==> src/rtl/cdb_arbiter_pkg.sv <==
// Shared types for the CDB arbiter: the queued result entry and source ids.
package cdb_arbiter_pkg;

    localparam int CDB_ROB_WIDTH = 4;

    typedef struct packed {
        logic [31:0]              val;
        logic [CDB_ROB_WIDTH-1:0] dest;
    } cdb_entry_t;

    typedef enum logic {
        SRC_ALU = 1'b0,
        SRC_LSB = 1'b1
    } cdb_src_e;

endpackage

==> src/rtl/cdb_result_fifo.sv <==
// Per-source result FIFO: a push into a full queue is accepted only when the
// same cycle also pops; clear empties the queue and wins over push/pop.
module cdb_result_fifo
    import cdb_arbiter_pkg::*;
#(
    parameter int QUEUE_WIDTH = 2
) (
    input  logic                 clk_i,
    input  logic                 rst_i,
    input  logic                 en_i,
    input  logic                 clr_i,
    input  logic                 push_i,
    input  cdb_entry_t           din_i,
    input  logic                 pop_i,
    output cdb_entry_t           head_o,
    output logic [QUEUE_WIDTH:0] count_o,
    output logic                 full_o,
    output logic                 empty_o
);

    localparam int DEPTH = 2 ** QUEUE_WIDTH;
    localparam logic [QUEUE_WIDTH:0] FULL_LVL = (QUEUE_WIDTH + 1)'(DEPTH);

    cdb_entry_t               mem_q [DEPTH];
    logic [QUEUE_WIDTH-1:0]   rd_ptr_q, rd_ptr_d;
    logic [QUEUE_WIDTH-1:0]   wr_ptr_q, wr_ptr_d;
    logic [QUEUE_WIDTH:0]     count_q, count_d;
    logic                     do_pop_s, do_push_s, do_clr_s;

    assign full_o   = (count_q == FULL_LVL);
    assign empty_o  = (count_q == '0);
    assign count_o  = count_q;
    assign head_o   = mem_q[rd_ptr_q];
    assign do_clr_s = en_i && clr_i;
    assign do_pop_s  = en_i && !clr_i && pop_i && !empty_o;
    assign do_push_s = en_i && !clr_i && push_i && (!full_o || do_pop_s);

    // Next pointer and occupancy values.
    always_comb begin
        rd_ptr_d = rd_ptr_q;
        wr_ptr_d = wr_ptr_q;
        count_d  = count_q;
        if (do_clr_s) begin
            rd_ptr_d = '0;
            wr_ptr_d = '0;
            count_d  = '0;
        end else begin
            if (do_push_s) begin
                wr_ptr_d = wr_ptr_q + QUEUE_WIDTH'(1);
            end else begin
                wr_ptr_d = wr_ptr_q;
            end
            if (do_pop_s) begin
                rd_ptr_d = rd_ptr_q + QUEUE_WIDTH'(1);
            end else begin
                rd_ptr_d = rd_ptr_q;
            end
            count_d = count_q + (QUEUE_WIDTH + 1)'(do_push_s) - (QUEUE_WIDTH + 1)'(do_pop_s);
        end
    end

    // Pointer and occupancy registers.
    always_ff @(posedge clk_i) begin
        if (rst_i) begin
            rd_ptr_q <= '0;
            wr_ptr_q <= '0;
            count_q  <= '0;
        end else begin
            rd_ptr_q <= rd_ptr_d;
            wr_ptr_q <= wr_ptr_d;
            count_q  <= count_d;
        end
    end

    // Entry storage; contents are meaningless while the slot is unoccupied.
    always_ff @(posedge clk_i) begin
        if (do_push_s) begin
            mem_q[wr_ptr_q] <= din_i;
        end
    end

endmodule

==> src/rtl/cdb_arbiter.sv <==
// Round-robin CDB arbiter between the ALU and LSB result ports with per-source
// FIFOs and registered broadcast. Optional statistics under CDB_STATS_EN.
module cdb_arbiter
    import cdb_arbiter_pkg::*;
#(
    parameter int ROB_WIDTH    = CDB_ROB_WIDTH,
    parameter int QUEUE_WIDTH  = 2,
    parameter int STALL_MARGIN = 2
) (
    input  logic                 clockIn,
    input  logic                 resetIn,
    input  logic                 readyIn,
    input  logic                 clearIn,
    input  logic                 aluFlag,
    input  logic [31:0]          aluVal,
    input  logic [ROB_WIDTH-1:0] aluDest,
    input  logic                 lsbFlag,
    input  logic [31:0]          lsbVal,
    input  logic [ROB_WIDTH-1:0] lsbDest,
    output logic                 aluStall,
    output logic                 lsbStall,
    output logic                 cdbFlag,
    output logic [31:0]          cdbVal,
    output logic [ROB_WIDTH-1:0] cdbDest,
    output logic                 errOverflow
`ifdef CDB_STATS_EN
    ,
    output logic [31:0]          statConflict,
    output logic [31:0]          statStall
`endif
);

    localparam int DEPTH = 2 ** QUEUE_WIDTH;
    localparam logic [QUEUE_WIDTH:0] STALL_LVL = (QUEUE_WIDTH + 1)'(DEPTH - STALL_MARGIN);

    cdb_entry_t           alu_head_s, lsb_head_s, alu_entry_s, lsb_entry_s;
    logic [QUEUE_WIDTH:0] alu_count_s, lsb_count_s;
    logic                 alu_full_s, lsb_full_s, alu_empty_s, lsb_empty_s;
    logic                 alu_cand_s, lsb_cand_s, conflict_s;
    logic                 grant_alu_s, grant_lsb_s;
    logic                 alu_pop_s, lsb_pop_s, alu_push_s, lsb_push_s;
    logic                 overflow_s;

    logic                 cdb_flag_q, cdb_flag_d;
    logic [31:0]          cdb_val_q, cdb_val_d;
    logic [ROB_WIDTH-1:0] cdb_dest_q, cdb_dest_d;
    cdb_src_e             last_grant_q, last_grant_d;
    logic                 err_q, err_d;

    cdb_result_fifo #(.QUEUE_WIDTH(QUEUE_WIDTH)) u_alu_fifo (
        .clk_i   (clockIn),
        .rst_i   (resetIn),
        .en_i    (readyIn),
        .clr_i   (clearIn),
        .push_i  (alu_push_s),
        .din_i   (cdb_entry_t'{val: aluVal, dest: aluDest}),
        .pop_i   (alu_pop_s),
        .head_o  (alu_head_s),
        .count_o (alu_count_s),
        .full_o  (alu_full_s),
        .empty_o (alu_empty_s)
    );

    cdb_result_fifo #(.QUEUE_WIDTH(QUEUE_WIDTH)) u_lsb_fifo (
        .clk_i   (clockIn),
        .rst_i   (resetIn),
        .en_i    (readyIn),
        .clr_i   (clearIn),
        .push_i  (lsb_push_s),
        .din_i   (cdb_entry_t'{val: lsbVal, dest: lsbDest}),
        .pop_i   (lsb_pop_s),
        .head_o  (lsb_head_s),
        .count_o (lsb_count_s),
        .full_o  (lsb_full_s),
        .empty_o (lsb_empty_s)
    );

    assign aluStall    = (alu_count_s >= STALL_LVL);
    assign lsbStall    = (lsb_count_s >= STALL_LVL);
    assign cdbFlag     = cdb_flag_q;
    assign cdbVal      = cdb_val_q;
    assign cdbDest     = cdb_dest_q;
    assign errOverflow = err_q;

    // Candidate selection (queue head, else same-cycle bypass) and grant.
    always_comb begin
        alu_cand_s  = !alu_empty_s || aluFlag;
        lsb_cand_s  = !lsb_empty_s || lsbFlag;
        alu_entry_s = alu_empty_s ? cdb_entry_t'{val: aluVal, dest: aluDest} : alu_head_s;
        lsb_entry_s = lsb_empty_s ? cdb_entry_t'{val: lsbVal, dest: lsbDest} : lsb_head_s;
        conflict_s  = alu_cand_s && lsb_cand_s;
        if (conflict_s) begin
            grant_alu_s = (last_grant_q == SRC_LSB);
        end else begin
            grant_alu_s = alu_cand_s;
        end
        grant_lsb_s = lsb_cand_s && !grant_alu_s;
        // A granted bypass goes straight to the CDB and never enters the queue.
        alu_pop_s   = grant_alu_s && !alu_empty_s;
        lsb_pop_s   = grant_lsb_s && !lsb_empty_s;
        alu_push_s  = aluFlag && !(grant_alu_s && alu_empty_s);
        lsb_push_s  = lsbFlag && !(grant_lsb_s && lsb_empty_s);
        overflow_s  = (alu_push_s && alu_full_s && !alu_pop_s) ||
                      (lsb_push_s && lsb_full_s && !lsb_pop_s);
    end

    // Next broadcast, round-robin pointer and sticky error.
    always_comb begin
        cdb_flag_d   = cdb_flag_q;
        cdb_val_d    = cdb_val_q;
        cdb_dest_d   = cdb_dest_q;
        last_grant_d = last_grant_q;
        err_d        = err_q;
        if (!readyIn) begin
            cdb_flag_d = cdb_flag_q;
        end else if (clearIn) begin
            cdb_flag_d = 1'b0;
        end else begin
            if (grant_alu_s) begin
                cdb_flag_d = 1'b1;
                cdb_val_d  = alu_entry_s.val;
                cdb_dest_d = alu_entry_s.dest;
            end else if (grant_lsb_s) begin
                cdb_flag_d = 1'b1;
                cdb_val_d  = lsb_entry_s.val;
                cdb_dest_d = lsb_entry_s.dest;
            end else begin
                cdb_flag_d = 1'b0;
            end
            if (conflict_s) begin
                last_grant_d = grant_alu_s ? SRC_ALU : SRC_LSB;
            end else begin
                last_grant_d = last_grant_q;
            end
            if (overflow_s) begin
                err_d = 1'b1;
            end else begin
                err_d = err_q;
            end
        end
    end

    // Output and arbitration state registers.
    always_ff @(posedge clockIn) begin
        if (resetIn) begin
            cdb_flag_q   <= 1'b0;
            cdb_val_q    <= 32'h0000_0000;
            cdb_dest_q   <= '0;
            last_grant_q <= SRC_LSB;
            err_q        <= 1'b0;
        end else begin
            cdb_flag_q   <= cdb_flag_d;
            cdb_val_q    <= cdb_val_d;
            cdb_dest_q   <= cdb_dest_d;
            last_grant_q <= last_grant_d;
            err_q        <= err_d;
        end
    end

`ifdef CDB_STATS_EN
    logic [31:0] stat_conflict_q, stat_stall_q;

    assign statConflict = stat_conflict_q;
    assign statStall    = stat_stall_q;

    // Free-running statistics; only reset clears them, clearIn does not.
    always_ff @(posedge clockIn) begin
        if (resetIn) begin
            stat_conflict_q <= 32'd0;
            stat_stall_q    <= 32'd0;
        end else if (readyIn) begin
            stat_conflict_q <= stat_conflict_q + {31'd0, conflict_s};
            stat_stall_q    <= stat_stall_q + {31'd0, (aluStall || lsbStall)};
        end else begin
            stat_conflict_q <= stat_conflict_q;
            stat_stall_q    <= stat_stall_q;
        end
    end
`endif

endmodule

==> config.mk <==
export PLATFORM = sky130hd
export DESIGN_NAME = cdb_arbiter
export DESIGN_NICKNAME = d
export VERILOG_FILES = /design/src/rtl/cdb_arbiter_pkg.sv /design/src/rtl/cdb_result_fifo.sv /design/src/rtl/cdb_arbiter.sv
export SDC_FILE = /design/constraint.sdc
export NUM_CORES = 1
export LEC_CHECK = 0
export ABC_CLOCK_PERIOD_IN_PS = 5300
export CAP_MARGIN = 10
export CORE_MARGIN = 2
export CORE_UTILIZATION = 35
export DETAILED_ROUTE_END_ITERATION = 10
export HOLD_SLACK_MARGIN = 0.1
export PLACE_DENSITY_LB_ADDON = 0.15
export SYNTH_ARGS = -nofsm -noshare
export SYNTH_HDL_FRONTEND = slang
export SYNTH_HIERARCHICAL = 1
export SYNTH_SLANG_ARGS = --single-unit
==> constraint.sdc <==
create_clock -name clockIn -period 5.3 [get_ports clockIn]
set_input_delay 1.06 -clock clockIn [delete_from_list [all_inputs] [get_ports clockIn]]
set_output_delay 1.06 -clock clockIn [all_outputs]
set_load 0.02 [all_outputs]
==> run metrics, run 1 <==
status=completed; pin count of the biggest net entering global routing=37; via count=7427; arrival time worst endpoint=a little under 4 ns; P_leak=0.00542 uW; final hold vios=0; most used routing layer=met2; Setup TNS Final=0 ns; Crit path top cell by count=xnor2_1; startpoint types=input port; Worst Hold Margin=~0.47 ns; Post-synth EDFFs=~290; met3 GRT Util=under 10%; final setup fails=0; met2 Track Usage GR=27.9%; clk buf depth=3; CTS buffer count=38; GR Overflow Total=0; cts hold-fix bufs=0; synthesis-to-finish area growth=20.2%; core region area=roughly 0.04 mm^2; crit-path cells=clkdlybuf4s50_1, nand2b_1, a21oi_4, nor4b_1, nor2_1, xor2_1, ha_1, fa_1, xnor2_1, xnor2_1, nor2b_1; Worst Hold Class=reg2reg; Max-cap violations=0; detailed-route wire length per cell=23.4 um; Root Driver=clkbuf_16; Synth cell types=54; Worst Path Required=between 5 and 6 ns; die span in y=roughly 200 um; crit-path max cell delay=around 0.5 ns; diode count=0; GRT Util Overall=between 15 and 20%; Syn Nets=843; RSZ-0062 raised after global routing=no; row count=73; Reg clk slew, reported paths=around 0.05 ns; Die W=between 200 and 250 um; crit path time final=3.52 ns; main flop type after synthesis=edfxtp_1; Crit path buffers/inverters=1; register bit total from synthesis=around 350; Remaining DRCs=0; Synth area leader=edfxtp_1; drt total wl=around 34000 um; Slew HR=28.9%; initial DRC count=506; Final Wtd Congestion=roughly 0.70; first-pass GRT wire length=around 50000 um; Final period util=about two thirds; Pwr Density=about 350 mW/mm^2; met1 usage=21.5%; most frequent cells in the layout=288 x edfxtp_1, 116 x clkdlybuf4s50_1, 56 x mux4_1; critical path class=in2reg; peak supply drop=approximately 0.26 mV; worst skew pair latency=between 0.5 and 0.6 ns; htree depth=2; number of setup buffers added after CTS=0; Buffers on Ports=117; boundary pin count=roughly 120; commonest non-fill, non-tap cell in the layout=edfxtp_1; # resized after CTS=0; Post-layout nets=between 900 and 1000; DIE AREA=around 0.042 mm^2; DP HPWL=20400 um; DR vias/cell=approximately 5.2; synth top area cells=edfxtp_1 61%, mux4_1 10%, dfxtp_1 8.1%, a311oi_2 3.2%, mux4_2 2.6%; CTS tree=done; FMAX=approximately 280 MHz; FFs w/ async S/R, synth=0%; Synth Instances=753; Sinks on Clock Net=345; Pre-antenna DRT Iters=5; Syn Area/Cell=about 19 um^2; Initial Utilization=between 30% and 40%; share of layout cells above drive strength 1=approximately 16%; Worst path top cell family by delay=simple AND/OR/NAND/NOR gates; Worst Tran Pin Value=1.07 ns; critical-path maximum fanout=15; post-synth top area share=61.3%; Post-Route Skew=approximately 0.011 ns; CP Capture Type=flip-flop; synth warn=6; post-synthesis sequential area ratio=between 60% and 70%; slowest stage cell, crit path=clkdlybuf4s50_1; initial antenna violation count=0; number of global-route vias before repair=between 7000 and 8000; Slew Viols, Final=0; Mapped Area=between 0.01 and 0.015 mm^2; antenna-violating nets left=0
[report_power, final]
group          internal, uW  total [uW]  switching (uW)
Sequential             2960        2980            15.7
Clock                  1590        2640            1050
Combinational           134         317             183
[worst min-delay path, stage by stage, from the launching register on]
cell      delay [ns]
dfxtp_1         0.31
nand2b_1        0.06
a21oi_1         0.06
[stage by stage]
step	cell area, um^2	setup slack, ns	utilization (%)	power, uW	cells
after floorplan	14100	1.99	-	3180	753
after global placement	15700	1.23	39.5	3360	1367
after detailed placement	15700	1.21	39.5	3360	1367
after CTS	16900	1.76	42.7	6010	1436
after global routing	16900	1.56	42.7	6140	1436
final	16900	1.78	42.7	5930	1436
[kinds of logic (layout without fill, tap and decap cells)]
family                   after synthesis  after routing  share of synthesized area [%]
flip-flops                           345            345                           69.4
AND/OR/NAND/NOR                      132            132                           4.82
AO/OA/AOI/OAI                        131            131                           8.14
multiplexers                          78             78                           13.4
buffers and inverters                 49            207                           2.68
adder cells (fa/ha/maj)               12             12                           1.17
XOR/XNOR                               6              6                          0.373
[state kept, by name (all words and copies together), names as in the netlist, 2 cells and up, named ones only]
signal,cells
cdbDest,4
cdbVal,32
u_alu_fifo/count_o,3
u_alu_fifo/mem_q,144
u_alu_fifo/rd_ptr_q,2
u_alu_fifo/wr_ptr_q,2
u_lsb_fifo/count_o,3
u_lsb_fifo/mem_q,144
u_lsb_fifo/rd_ptr_q,2
u_lsb_fifo/wr_ptr_q,2
[per-layer routing]
layer / vias to the layer above / wire [um]
met1: 3858 / 14700
met2: 153 / 17000
li1: 3370 / -
met3: 46 / 1270
met4: 0 / 550
met5: - / 0
[path summary, 6_finish.rpt]
path	start	end	depth (start not counted)	slack, ns
max	aluFlag	u_lsb_fifo/count_o[2]	11	1.78
min	cdbFlag	cdbFlag	2	0.47
max reg2reg	u_alu_fifo/count_o[1]	u_lsb_fifo/count_o[2]	11	1.84
min reg2reg	cdbFlag	cdbFlag	2	0.47
[cell type report]
cell class                      count  area, um^2
Clock buffer                       57        1100
Clock inverter                     12         149
Fill cell                        3526       22800
Inverter                            7        26.3
Multi-Input combinational cell    359        3950
Sequential cell                   345        9790
Tap cell                          525         657
Timing Repair Buffer              131        1270
[synth_stat cells (6+ instances only)]
master and instances:
a21oi_1 37, a22oi_1 36, a311oi_1 6, a311oi_2 30, and3_1 8, buf_2 11
buf_4 6, buf_6 9, dfxtp_1 57, edfxtp_1 288, ha_1 10, inv_1 6
mux2i_1 6, mux4_1 56, mux4_2 16, nand2_1 46, nand2b_1 7, nor2_1 38
o21ai_0 7
Note: power is estimated with default switching activity, not from simulation.
==> inputs of run 2 (changes only) <==
--- a/config.mk
+++ b/config.mk
@@ -5,7 +5,7 @@
 export SDC_FILE = /design/constraint.sdc
 export NUM_CORES = 1
 export LEC_CHECK = 0
-export ABC_CLOCK_PERIOD_IN_PS = 5300
+export ABC_CLOCK_PERIOD_IN_PS = 3190
 export CAP_MARGIN = 10
 export CORE_MARGIN = 2
 export CORE_UTILIZATION = 35
==> constraint.sdc (replaced) <==
create_clock -name clockIn -period 3.19 [get_ports clockIn]
set_input_delay 0.638 -clock clockIn [delete_from_list [all_inputs] [get_ports clockIn]]
set_output_delay 0.638 -clock clockIn [all_outputs]
set_load 0.02 [all_outputs]
==> run metrics, run 2 (same netlist as run 1, synthesis figures left out) <==
status=completed; Worst Hold Margin=0.504 ns (+0.0336 ns); detailed-route wire length per cell=23.1 um (-1.2%); cts hold-fix bufs=0 (unchanged); CP Capture Type=flip-flop; via count=7508 (+1.1%); antenna-violating nets left=0 (unchanged); DIE AREA=0.0419 mm^2 (unchanged); Worst Path Required=3.61 ns (-2.10 ns); commonest non-fill, non-tap cell in the layout=edfxtp_1; final setup fails=0 (unchanged); first-pass GRT wire length=50300 um (+0.76%); Pwr Density=573 mW/mm^2 (+64%); # resized after CTS=0 (unchanged); design area=0.0173 mm^2 (+2.1%); GRT Util Overall=16.4% (+0.24 points); initial antenna violation count=1 (+1); Root Driver=clkbuf_16; clk buf depth=3 (unchanged); crit path time final=between 2 and 3 ns; Final period util=87.0%; Sinks on Clock Net=345 (unchanged); synthesis-to-finish area growth=22.7%; Worst path top cell family by delay=simple AND/OR/NAND/NOR gates; Worst Hold Class=reg2reg; RSZ-0062 raised after global routing=no; row count=73 (unchanged); htree depth=2 (unchanged); slowest stage cell, crit path=nor3_2; FMAX=360 MHz; critical path class=reg2reg; Buffers on Ports=117 (unchanged); die span in y=205 um (unchanged); Final Wtd Congestion=0.716 (+2.0%); Post-layout nets=996 (+2.5%); DP HPWL=20100 um (-1.4%); Design Power=9920 uW (+67%); core region area=0.0397 mm^2 (unchanged); DP Area=0.0161 mm^2 (+2.3%); peak supply drop=0.397 mV (+54%); worst skew pair latency=0.53 ns (about the same); final hold vios=0 (unchanged); most frequent cells in the layout=288 x edfxtp_1, 116 x clkdlybuf4s50_1, 56 x mux4_1; Crit path buffers/inverters=0 (-1); Initial Utilization=35.5% (unchanged); number of setup buffers added after CTS=0 (unchanged); crit-path max cell delay=0.46 ns (-0.05 ns); Slew HR=52.8% (+24 points); Remaining DRCs=0 (unchanged); Worst Tran Pin Value=0.708 ns (-0.358 ns); GR Overflow Total=0 (unchanged); crit-path cells=nor3_2, nand2b_1, a21oi_4, nor4b_1, nor2_1, xor2_1, ha_1, fa_1, xnor2_1, xnor2_1, nor2b_1; boundary pin count=118 (unchanged); Setup TNS Final=0 ns (unchanged); drt total wl=33700 um (+0.42%); CTS buffer count=38 (unchanged); Slew Viols, Final=0 (unchanged); Post-Route Skew=0.0241 ns (+0.0135 ns); DR vias/cell=5.14 (-0.57%); pin count of the biggest net entering global routing=37 (unchanged); initial DRC count=390 (-23%); startpoint types=flip-flop; Reg clk slew, reported paths=0.06 ns (about the same); arrival time worst endpoint=3.20 ns (-0.73 ns); critical-path maximum fanout=7 (-8); share of layout cells above drive strength 1=18.1% (+1.9 points); Pre-antenna DRT Iters=4 (-1); number of global-route vias before repair=7969 (+4.0%); Die W=205 um (unchanged); diode count=0 (unchanged); Crit path top cell by count=xnor2_1; CTS tree=done; Max-cap violations=0 (unchanged); P_leak=0.00559 uW (+3.2%)
## run 2: changes by cell type in the layout (fill, tap and decap cells not counted), sizes merged
cell | before | now
clkinvlp | 1 | 0
bufinv | 3 | 5
clkinv | 8 | 13
buf | 15 | 39
clkbuf | 57 | 51
## run 2: cell type report
class	count	area, um^2
fillers	3547	22400
flip-flops and latches	345	9790
multi-input cells	359	3950
repair buffers	155	1630
clock buffers	51	1040
well taps	525	657
clock inverters	18	218
inverters	7	26.3
## run 2: worst paths after layout
check	cells after the start	slack (ns)	startpoint	to
min	2	0.50	u_alu_fifo/rd_ptr_q[0]	u_alu_fifo/rd_ptr_q[0]
max reg2reg	11	0.41	u_alu_fifo/count_o[1]	u_lsb_fifo/count_o[2]
max	11	0.41	u_alu_fifo/count_o[1]	u_lsb_fifo/count_o[2]
min reg2reg	2	0.50	u_alu_fifo/rd_ptr_q[0]	u_alu_fifo/rd_ptr_q[0]
## run 2: layer usage
metal | GRT usage [%] | share of wire (%)
met1 | 21.4 | 43
met2 | 28.3 | 51
met3 | 2.90 | 4.3
met4 | 4.50 | 1.8
met5 | 0 | 0.039
## run 2: report_power, final
part / switching (uW) / total [uW] / internal [uW]
clock network: 1720 / 4420 / 2700
registers: 28.1 / 4950 / 4920
logic: 307 / 548 / 241
total: 2050 / 9920 / 7860
## run 2: worst reg2reg max path: stages (launching register included)
cell,delay [ns]
dfxtp_1,0.38
nor3_2,0.46
nand2b_1,0.24
a21oi_4,0.24
nor4b_1,0.08
nor2_1,0.20
xor2_1,0.11
ha_1,0.21
fa_1,0.41
xnor2_1,0.17
xnor2_1,0.14
nor2b_1,0.06
## run 2: through the flow
| step | utilization, % | instances | setup slack [ns] |
|---|---|---|---|
| 2_1_floorplan | - | 753 | 0.247 |
| 6_report | 43.6 | 1460 | 0.414 |
| 5_1_grt | 43.6 | 1460 | 0.0699 |
| 3_3_place_gp | 40.4 | 1391 | -0.0148 |
| 3_5_place_dp | 40.4 | 1391 | -0.0385 |
| 4_1_cts | 43.6 | 1460 | 0.360 |
